## src/rtl/pc_pkg.sv

```systemverilog
// pc_pkg: shared defaults, FSM state and next-PC source encodings for pc_unit_ras
package pc_pkg;
    localparam int          PC_W_DEF      = 32;
    localparam int          INC_DEF       = 4;
    localparam logic [31:0] RESET_VEC_DEF = 32'h0000_0000;
    localparam logic [31:0] TRAP_VEC_DEF  = 32'h0000_0080;
    typedef enum logic {BOOT, RUN} state_t;
    typedef enum logic [2:0] {SRC_SEQ, SRC_REDIR, SRC_CALL, SRC_RET, SRC_TRAP, SRC_HOLD} src_t;
endpackage

```

## src/rtl/ras_stack.sv

```systemverilog
// ras_stack: circular return-address stack; a push when full overwrites the oldest entry
module ras_stack #(
    parameter int PC_W      = 32,
    parameter int RAS_DEPTH = 4
) (
    input  logic            clk_i,
    input  logic            rst_i,
    input  logic            push_i,
    input  logic            pop_i,
    input  logic            replace_i,
    input  logic [PC_W-1:0] data_i,
    output logic [PC_W-1:0] top_o,
    output logic            empty_o,
    output logic            full_o
);
    localparam int AW = $clog2(RAS_DEPTH);
    logic [PC_W-1:0] mem [RAS_DEPTH];
    logic [AW-1:0]   top;
    logic [AW:0]     cnt;
    assign top_o   = mem[top];
    assign empty_o = cnt == '0;
    assign full_o  = cnt == (AW+1)'(RAS_DEPTH);
    always_ff @(posedge clk_i or posedge rst_i)
        if (rst_i) begin
            top <= '0;
            cnt <= '0;
        end else if (push_i) begin
            top <= top + 1'b1;
            cnt <= full_o ? cnt : cnt + 1'b1;
        end else if (pop_i && !empty_o) begin
            top <= top - 1'b1;
            cnt <= cnt - 1'b1;
        end
    // contents need no reset: the count alone decides what is valid
    always_ff @(posedge clk_i)
        if (push_i) mem[top + 1'b1] <= data_i;
        else if (replace_i) mem[top] <= data_i;
endmodule

```

## src/rtl/pc_unit_ras.sv

```systemverilog
// pc_unit_ras: fetch PC with boot cycle, stall, EX redirect and call/return via a RAS.
// Optional PC_ALIGN_CHECK_EN traps misaligned redirect/call targets to TRAP_VEC.
module pc_unit_ras
    import pc_pkg::*;
#(
    parameter int              PC_W      = PC_W_DEF,
    parameter int              INC       = INC_DEF,
    parameter logic [PC_W-1:0] RESET_VEC = PC_W'(RESET_VEC_DEF),
    parameter logic [PC_W-1:0] TRAP_VEC  = PC_W'(TRAP_VEC_DEF),
    parameter int              RAS_DEPTH = 4
) (
    input  logic            clk_i,
    input  logic            rst_i,
    input  logic            stall_i,
    input  logic            redirect_valid_i,
    input  logic [PC_W-1:0] redirect_pc_i,
    input  logic            call_i,
    input  logic [PC_W-1:0] call_target_i,
    input  logic            ret_i,
    output logic [PC_W-1:0] pc_o,
    output logic [PC_W-1:0] pc_plus_o,
    output logic            pc_valid_o,
    output logic            ras_empty_o,
    output logic            ras_full_o,
    output logic            ret_miss_o,
    output logic            misalign_o
);
    state_t          state;
    src_t            src;
    logic            run, active, redir_bad, call_bad, push, pop, replace, miss_next;
    logic [PC_W-1:0] ras_top, pc_next;
`ifdef PC_ALIGN_CHECK_EN
    assign redir_bad = |redirect_pc_i[1:0];
    assign call_bad  = |call_target_i[1:0];
`else
    assign redir_bad = 1'b0;
    assign call_bad  = 1'b0;
`endif
    assign run       = state == RUN;
    assign active    = run && !redirect_valid_i && !stall_i;
    assign pc_plus_o = pc_o + PC_W'(INC);
    assign src = !run             ? SRC_HOLD :
                 redirect_valid_i ? (redir_bad ? SRC_TRAP : SRC_REDIR) :
                 stall_i          ? SRC_HOLD :
                 call_i           ? (call_bad ? SRC_TRAP : SRC_CALL) :
                 ret_i            ? (ras_empty_o ? SRC_SEQ : SRC_RET) : SRC_SEQ;
    assign pc_next = src == SRC_REDIR ? redirect_pc_i :
                     src == SRC_CALL  ? call_target_i :
                     src == SRC_RET   ? ras_top :
                     src == SRC_TRAP  ? TRAP_VEC :
                     src == SRC_HOLD  ? pc_o : pc_plus_o;
    // call+ret swaps the top entry; with an empty stack it degrades to a plain push
    assign push      = src == SRC_CALL && (!ret_i || ras_empty_o);
    assign replace   = src == SRC_CALL && ret_i && !ras_empty_o;
    assign pop       = src == SRC_RET;
    assign miss_next = active && !call_i && ret_i && ras_empty_o;
    ras_stack #(.PC_W(PC_W), .RAS_DEPTH(RAS_DEPTH)) u_ras (
        .clk_i    (clk_i),
        .rst_i    (rst_i),
        .push_i   (push),
        .pop_i    (pop),
        .replace_i(replace),
        .data_i   (pc_plus_o),
        .top_o    (ras_top),
        .empty_o  (ras_empty_o),
        .full_o   (ras_full_o)
    );
    always_ff @(posedge clk_i or posedge rst_i)
        if (rst_i) begin
            state      <= BOOT;
            pc_o       <= RESET_VEC;
            pc_valid_o <= 1'b0;
            ret_miss_o <= 1'b0;
            misalign_o <= 1'b0;
        end else begin
            state      <= RUN;
            pc_valid_o <= 1'b1;
            pc_o       <= pc_next;
            ret_miss_o <= miss_next;
            misalign_o <= src == SRC_TRAP;
        end
endmodule

```

## config.mk

```make
export PLATFORM = sky130hd
export DESIGN_NAME = pc_unit_ras
export DESIGN_NICKNAME = d
export VERILOG_FILES = /design/src/rtl/pc_pkg.sv /design/src/rtl/ras_stack.sv /design/src/rtl/pc_unit_ras.sv
export SDC_FILE = /design/constraint.sdc
export NUM_CORES = 1
export LEC_CHECK = 0
export ABC_AREA = 1
export CORE_ASPECT_RATIO = 1.5
export CORE_MARGIN = 2
export CORE_UTILIZATION = 30
export DETAILED_ROUTE_END_ITERATION = 10
export RECOVER_POWER = 100
export REMOVE_ABC_BUFFERS = 1
export SYNTH_ARGS = -nofsm -noshare
export SYNTH_HDL_FRONTEND = slang
export SYNTH_HIERARCHICAL = 1
export SYNTH_SLANG_ARGS = --single-unit
```

## constraint.sdc

```tcl
create_clock -name clk_i -period 4.03 [get_ports clk_i]
set_clock_uncertainty 0.1 [all_clocks]
set_input_delay 0.6045 -clock clk_i [delete_from_list [all_inputs] [get_ports clk_i]]
set_output_delay 0.6045 -clock clk_i [all_outputs]
set_load 0.01 [all_outputs]
```

# Word level (Yosys, flattened, before mapping)
# Memory sizes are Yosys's and may differ from the RTL's.
# Cells that the tools add are included.
# word_totals
register_bits,40
latch_bits,0
ramBits,128
rom_bits,0
input_bits,70
out_inout_bits,69
word_cells,63
mem_count,1
# op_classes
addsub,5
n_mul,0
n_div,0
n_lt_le_gt_ge,0
n_eq_ne,8
shifts,0
mux,24
n_bitwise,0
n_reduce_logical,19
# mem_list
name,depth,width,rd,rd_clocked_by_memory_dff,write_ports,line_no,text
u_ras.mem,4,32,1,0,1,ras_stack.sv:17,logic [PC_W-1:0] mem [RAS_DEPTH];
# ops
cell,count
32-bit two-way mux,6
"32-bit by 3-bit adder with 32-bit output, second input constant",1
32-bit OR reduction,1
3-bit two-way mux,6
2-bit two-way mux,6
"3-bit == test, second input constant",3
1-bit logical AND,9
"3-bit by 2-bit == test with 1-bit output, second input constant",2
1-bit two-way mux,6
1-bit zero test,5
"5-bit by 4-bit != test with 1-bit output, second input constant",1
"3-bit by 1-bit adder with 3-bit output, second input constant",1
"3-bit by 1-bit == test with 1-bit output, second input constant",1
3-bit zero test,1
"3-bit by 1-bit subtractor with 3-bit output, second input constant",1
"2-bit by 1-bit adder with 2-bit output, second input constant",1
"2-bit != test, second input constant",1
2-bit AND reduction,1
2-bit nonzero test,1
"2-bit by 1-bit subtractor with 2-bit output, second input constant",1
1-bit logical OR,1

# Logic depth before layout (Yosys ltp)
# Gate-level depths: netlist of run 1.
# logic_depth
depth_word,15
ltp_mapped,13
ltp_nobuf,12

# Modules after synthesis
# The synthesis of run 1 kept the hierarchy.
# modules_own_cells
mod,instances,cells_each,area_each_um2,seq_area_each_um2
ras_stack,1,338,5064.9,3968.8
pc_unit_ras,1,562,3350.7,875.8

# Worst setup path before layout of run 1
# OpenSTA, ideal clock, no wires.
# synth_path
path_type,input -> register
from,input port stall_i
to,memory u_ras.mem[0][0] (enable)
setup_time_ns,0.421
t_arrival_ns,3.248
t_required_ns,3.509
slack_ns,0.261
path_stages,10
n_path_buf,1
path_cell_list,inv_1 nand2_1 nor2_1 nand2_1 clkbuf_1 nor2_1 clkinv_1 nand2_1 nand3_1 nor2_1
# synth_via
word_cells_on_any_way,15
classes_between,eq/ne (1); mux (10); reduce/logical (4)
# synth_rtl
item,line_no,text
"start, declared",pc_unit_ras.sv:14,"input logic stall_i,"
3-bit two-way mux (*),pc_unit_ras.sv:44,stall_i ? SRC_HOLD :
3-bit two-way mux (*),pc_unit_ras.sv:43,redirect_valid_i ? (redir_bad ? SRC_TRAP : SRC_REDIR) :
3-bit two-way mux (*),pc_unit_ras.sv:42,assign src = !run ? SRC_HOLD :
3-bit by 2-bit == test with 1-bit output (*),pc_unit_ras.sv:53,assign push = src == SRC_CALL && (!ret_i || ras_empty_o);
1-bit logical AND (*),pc_unit_ras.sv:53,
via push,pc_unit_ras.sv:30,"logic run, active, redir_bad, call_bad, push, pop, replace, miss_next;"
1-bit two-way mux,ras_stack.sv:36,if (push_i) mem[top + 1'b1] <= data_i;
1-bit two-way mux (implied by the code),ras_stack.sv:37,else if (replace_i) mem[top] <= data_i;
32-bit OR reduction (no line),-,
2-bit two-way mux (no line) / 1-bit two-way mux (equally long branches),-,
"end, declared",ras_stack.sv:17,
# The timed path passes the listed nets; every way through them passes the cells marked *.

# Worst setup path after layout of run 1
# layout_path
from,register pc_o[3]
to,output port pc_plus_o[18]
# layout_via
elab_chain_cells,1
# layout_lines
item,line_no,text
"start, declared",pc_unit_ras.sv:20,"output logic [PC_W-1:0] pc_o,"
"start signal, assigned",pc_unit_ras.sv:78,pc_o <= pc_next;
32-bit by 3-bit adder with 32-bit output,pc_unit_ras.sv:41,assign pc_plus_o = pc_o + PC_W'(INC);
"end, declared",pc_unit_ras.sv:21,"output logic [PC_W-1:0] pc_plus_o,"
# Every way passes these cells.

==> results of run 1 <==
-- worst reg2reg max path: stages, from the launching register on --
cell	delay (ps)
dfrtp_1	420
nor2_1	150
nand2_1	110
inv_1	120
nor2_1	90
nor2_1	290
clkinv_1	300
nand2_1	150
nand3_1	200
nor2_4	430
clkbuf_2	590
-- placed cells by master, fill, tap and decap left out, drive strengths merged --
master	instances
a21oi	55
a22oi	37
a41oi	2
and2	5
buf	7
bufinv	2
clkbuf	28
clkdlybuf4s50	71
clkinv	2
clkinvlp	4
conb	2
dfrtp	40
dlygate4sd3	67
edfxtp	128
fa	1
ha	1
inv	90
nand2	310
nand3	65
nand3b	8
nor2	76
nor3	2
o211ai	5
o21ai	24
or2	2
xnor2	2
xor2	13
-- cell usage after synthesis --
cell      number
o211ai_1       5
xnor2_1        2
o21ai_0       23
a22oi_2        9
clkbuf_1      14
ha_1           1
fa_1           1
buf_2         12
and2_1         5
edfxtp_1     128
clkinv_1       1
a21oi_2        2
nand3_1       65
nor3_1         2
conb_1         2
nand2_4        2
inv_2          7
nor2_4         9
dfrtp_1       40
a41oi_1        2
or2_2          2
nand2_1      301
nand2_2        7
xor2_1         7
buf_6          6
inv_1         77
buf_4          2
a21oi_1       53
o21ai_2        1
nor2_1        62
nor2_8         1
nor2_2         4
a22oi_1       28
nand3b_1       8
clkbuf_8       3
xor2_2         6
-- layer usage --
metal  track usage  up-vias  share of wire
met5             0        -              0
met4        0.0731        0          0.033
met3        0.0268       42          0.032
met2         0.306      142           0.54
met1         0.189     3140           0.40
li1              -     3253              -
-- logic make-up (layout without fill, tap and decap cells) --
| logic type | count (synthesis) | after routing | synth area share |
|---|---|---|---|
| XOR/XNOR | 15 | 15 | 0.0210 |
| buffers and inverters | 122 | 271 | 0.0660 |
| adder cells (fa/ha/maj) | 2 | 2 | 0.00387 |
| other | 2 | 2 | 0.000892 |
| AND/OR/NAND/NOR | 468 | 468 | 0.239 |
| flip-flops | 168 | 168 | 0.576 |
| AO/OA/AOI/OAI | 123 | 123 | 0.0932 |
-- stage by stage --
| step | TNS, ps | cell area, sq um | util | instances |
|---|---|---|---|---|
| 2_1_floorplan | -46180 | 8180 | - | 863 |
| 3_3_place_gp | 0 | 10200 | 0.367 | 1363 |
| 3_5_place_dp | 0 | 10200 | 0.367 | 1363 |
| 4_1_cts | 0 | 10800 | 0.388 | 1395 |
| 5_1_grt | 0 | 10700 | 0.384 | 1395 |
| 6_report | 0 | 10700 | 0.384 | 1395 |
-- final cells by class --
class,count,area share
Clock buffer,19,0.0416
Clock inverter,13,0.0149
Inverter,85,0.0299
Multi-Input combinational cell,610,0.280
Sequential cell,168,0.455
Tap cell,346,0.0406
Timing Repair Buffer,154,0.138
-- worst min path at each step --
stage                   end  slack, ps  depth (start not counted)
2_1_floorplan  u_ras/cnt[0]        280                          1
3_3_place_gp   u_ras/cnt[1]        450                          2
3_5_place_dp   u_ras/cnt[2]        450                          2
4_1_cts        u_ras/cnt[2]        280                          2
5_1_grt        u_ras/cnt[2]        450                          2
6_report       u_ras/cnt[2]        430                          2
-- registers in the layout (all words and copies together) (netlist names) --
register,cells
u_ras/mem,128
pc_o,32
u_ras/cnt,3
u_ras/top,2
misalign_o,1
pc_valid_o,1
ret_miss_o,1
-- power by group --
group          switching, W  total [W]  internal (W)
Combinational       0.00122    0.00196      0.000738
Clock              0.000721    0.00167      0.000948
Sequential         0.000199    0.00233       0.00213
==> impl_metrics.yaml, run 1 <==
global_routing:
  antenna_found_initial: 0
  grt-ovfl-total: 0
  track_usage: 0.167
  grt_pass1_vias: 6634
  grt_pass1_wl_mm: 37.3
  grt_max_degree: 35
power_and_ir_drop:
  power_w: 0.00596
  ir_drop_mv: 0.291
  p_leak_nw: 4.28
  power_density_mw_per_mm2: 559
synthesis:
  yosysTopAreaCellShare: 0.457
  ys_types: 36
  synthCells: 900
  syn_area_per_cell_sq_um: 9.35
  ys_seq_area_frac: 0.576
  synth.top_cells.by_area: "edfxtp_1, nand2_1, dfrtp_1"
  synth_area_sq_mm: 0.00842
  ys_warn_count: 6
  ys_ff_latch: 168
  yosys.area.top_type: "edfxtp_1"
clock_tree:
  cts_tree: "built"
  clock_sinks: 168
  post-cts-setup-buffers: 0
  clkTransAtPathRegs_ps: 70
  clk_latency_ps: 440
  root_buffer: "clkbuf_16"
  post_cts_resized: 0
  ctsHoldBuffers: 0
  cts_buffers: 17
  htreeDepth: 4
  clockBufferDepth: 2
sta:
  rsz0062_at_grt: "false"
  setup_viol: 0
  tightest_slew_ps: 1800
  fin_hold_ws_ps: 427
  relSlewSlack: -0.200
  period_needed_ps: 3670
  hold_violations: 0
  layout_setup_ws_ps: 361
  timing.fmax_mhz: 273
  final.period_utilization: 0.911
  finalMaxSlewViolations: 35
die:
  io_pins: 139
  die_height_microns: 209
  core_area_sq_mm: 0.0278
  die_w_microns: 141
  num_rows: 75
  initial_utilization: 0.303
  die-area_sq_mm: 0.0294
worst_setup_path:
  crit_family: "simple AND/OR/NAND/NOR gates"
  path_class: "reg2out"
  worstSetupPathDepth: 7
  path_buf_inv: 1
  max_stage_delay_ps: 630
  cp.required_ps: 3330
  endpoint: "pc_plus_o[18]"
  cp_cell_sequence: "ha_1, nand2_2, nor2_1, nand2_4, nor2_4, xor2_1, clkdlybuf4s50_1"
  rr_startpoint: "u_ras/cnt[0]"
  startpoint: "pc_o[3]"
  crit_slowest_cell: "clkdlybuf4s50_1"
  r2r_end: "u_ras/mem[2][19]"
  critPathMaxFanout: 6
  end_kind: "primary output"
  ff2ff_path_depth: 10
  worstPathArrival_ps: 2960
  cp-start-kind: "flip-flop"
  rrSetupSlack_ps: 710
routing:
  wl_per_cell_microns: 17.4
  vias: 6577
  drt_pass1_iterations: 4
  wl_mm: 24.3
  final_antenna_net_count: 0
  remaining_drc_errors: 0
  avgViaCountPerCell: 4.71
  drt-initial-drc-count: 432
placement:
  dp_slack_ps: 541
  hpwl_mm: 16.9
  routabilityCongestion: 0.826
  io_buffers: 138
cells_and_area:
  regArea_sq_mm: 0.00484
  final_nets: 1108
  num-fill-cells: 2781
  drive_gt1_frac: 0.0810
  syn_to_final_growth_pct: 26.6
  multi_input_comb_area_sq_mm: 0.00299
  n_antenna_cell: 0
hold_path:
  hold_class: "in2async"
run_status:
  violations: "max-capacitance violations, max-slew violations"
  status: "finished with violations"
flow_run:
  cap_violations: 1
Note: power is estimated with default switching activity, not from simulation.
==> run 2: changes to the inputs <==
CORE_ASPECT_RATIO = not set   (was 1.5)
SKIP_CTS_REPAIR_TIMING = 1   (was not set)
==> run 2 against run 1 <==
Non-clock buffer count up 1. First-iteration DRC count up 14%. Critical path type unchanged. The run now ends clean. Via count up 0.40%. Highest routed layer unchanged. Critical path depth down 1. Hold slack better by 14 ps. Sequential cell count unchanged. Cell area about the same.
==> impl_metrics.yaml, run 2 (synthesized netlist as in run 1, its figures left out) <==
power_and_ir_drop:
  ir_drop_mv: 0.331
  power_density_mw_per_mm2: 547
  p_leak_nw: 4.27
  power_w: 0.00583
worst_setup_path:
  critPathMaxFanout: 7
  ff2ff_path_depth: 10
  worstPathArrival_ps: 2860
  rrSetupSlack_ps: 730
  path_buf_inv: 1
  r2r_end: "u_ras/mem[0][27]"
  cp-start-kind: "flip-flop"
  path_class: "reg2out"
  cp.required_ps: 3330
  worstSetupPathDepth: 6
  crit_family: "simple AND/OR/NAND/NOR gates"
  cp_cell_sequence: "nand2_2, nor2_1, nand2_1, nor2_4, xor2_1, dlygate4sd3_1"
  endpoint: "pc_plus_o[15]"
  rr_startpoint: "u_ras/cnt[0]"
  max_stage_delay_ps: 690
  end_kind: "primary output"
  startpoint: "pc_o[4]"
  crit_slowest_cell: "dlygate4sd3_1"
cells_and_area:
  layout_commonest_cell: "nand2_1"
  finalNonFillerCells: 1428
  syn_to_final_growth_pct: 26.7
  n_antenna_cell: 0
  drive_gt1_frac: 0.0762
  final_nets: 1109
  final_cell_mix: "nand2_1, edfxtp_1, inv_1, dlygate4sd3_1, clkdlybuf4s50_1"
  largest_register_ffs: 128
  reg_top3: "u_ras/mem (128), pc_o (32), u_ras/cnt (3)"
  largest-register: "u_ras/mem"
global_routing:
  antenna_found_initial: 0
  grt_max_degree: 63
  grt_pass1_wl_mm: 36.7
  grt_pass1_vias: 6484
  grt-ovfl-total: 0
  track_usage: 0.167
routing:
  vias: 6603
  drt_pass1_iterations: 4
  drt-initial-drc-count: 491
  wl_per_cell_microns: 16.7
  remaining_drc_errors: 0
  final_antenna_net_count: 0
  avgViaCountPerCell: 4.62
  wl_mm: 23.9
die:
  core_area_sq_mm: 0.0277
  die-area_sq_mm: 0.0294
  die_w_microns: 171
  io_pins: 139
  initial_utilization: 0.304
  die_height_microns: 171
  num_rows: 61
sta:
  tightest_slew_ps: 1420
  period_needed_ps: 3570
  relSlewSlack: 0.0555
  hold_violations: 0
  rsz0062_at_grt: "false"
  timing.fmax_mhz: 280
  layout_setup_ws_ps: 462
  final.period_utilization: 0.885
  finalMaxSlewViolations: 0
  fin_hold_ws_ps: 441
  setup_viol: 0
clock_tree:
  cts_buffers: 17
  htreeDepth: 4
  clockBufferDepth: 2
  clkTransAtPathRegs_ps: 70
  clock_sinks: 168
  cts_tree: "built"
  clk_latency_ps: 440
  root_buffer: "clkbuf_16"
placement:
  routabilityCongestion: 0.786
  io_buffers: 138
  dp_slack_ps: 1010
  hpwl_mm: 16.1
  dp.cells: 1396
run_status:
  status: "finished, final reports clean"
hold_path:
  hold_class: "in2async"
flow_run:
  cap_violations: 0
[run 2: cell types whose count changed in the layout (fill, tap and decap cells not counted), sizes merged]
cell and change:
buf +1, bufinv -1, clkbuf +1, clkdlybuf4s50 -3
clkinv +2, clkinvlp +1, dlygate4sd3 +3, inv -3
[run 2: power by group]
part | internal [W] | switching (W) | leakage, nW | total (W)
logic | 0.000733 | 0.00119 | 2.41 | 0.00192
registers | 0.00213 | 0.000198 | 1.60 | 0.00233
clock network | 0.000873 | 0.000704 | 0.258 | 0.00158
[run 2: per-stage QoR]
stage	area [sq um]	TNS, ps	util
detailed placement	10200	0	0.369
finish	10700	0	0.385
global route	10700	0	0.385
global placement	10200	0	0.369
CTS	10800	0	0.389
floorplan	8180	-46180	-
[run 2: worst min-delay path by stage]
stage / from / endpoint / slack (ps) / cells after the start
floorplan: rst_i / u_ras/cnt[0] / 280 / 1
global placement: u_ras/cnt[1] / u_ras/cnt[1] / 460 / 2
detailed placement: u_ras/cnt[1] / u_ras/cnt[1] / 460 / 2
CTS: rst_i / u_ras/cnt[2] / 300 / 2
global route: rst_i / u_ras/cnt[2] / 450 / 2
finish: rst_i / u_ras/cnt[2] / 440 / 2
[run 2: final cells by class]
type	count	area (sq um)
clock inverter	12	115
timing repair buffer	155	1490
tap	378	473
multi-input combinational	610	2970
fill	2761	17000
sequential	168	4840
inverter	85	319
clock buffer	20	447
[run 2: metal layers]
metal | global-route usage | share of wire | wire, microns | vias up
met5 | 0 | 0 | 0 | -
met2 | 0.276 | 0.49 | 11800 | 183
met3 | 0.0352 | 0.050 | 1190 | 32
li1 | - | - | - | 3256
met1 | 0.213 | 0.43 | 10300 | 3132
met4 | 0.0715 | 0.024 | 575 | 0
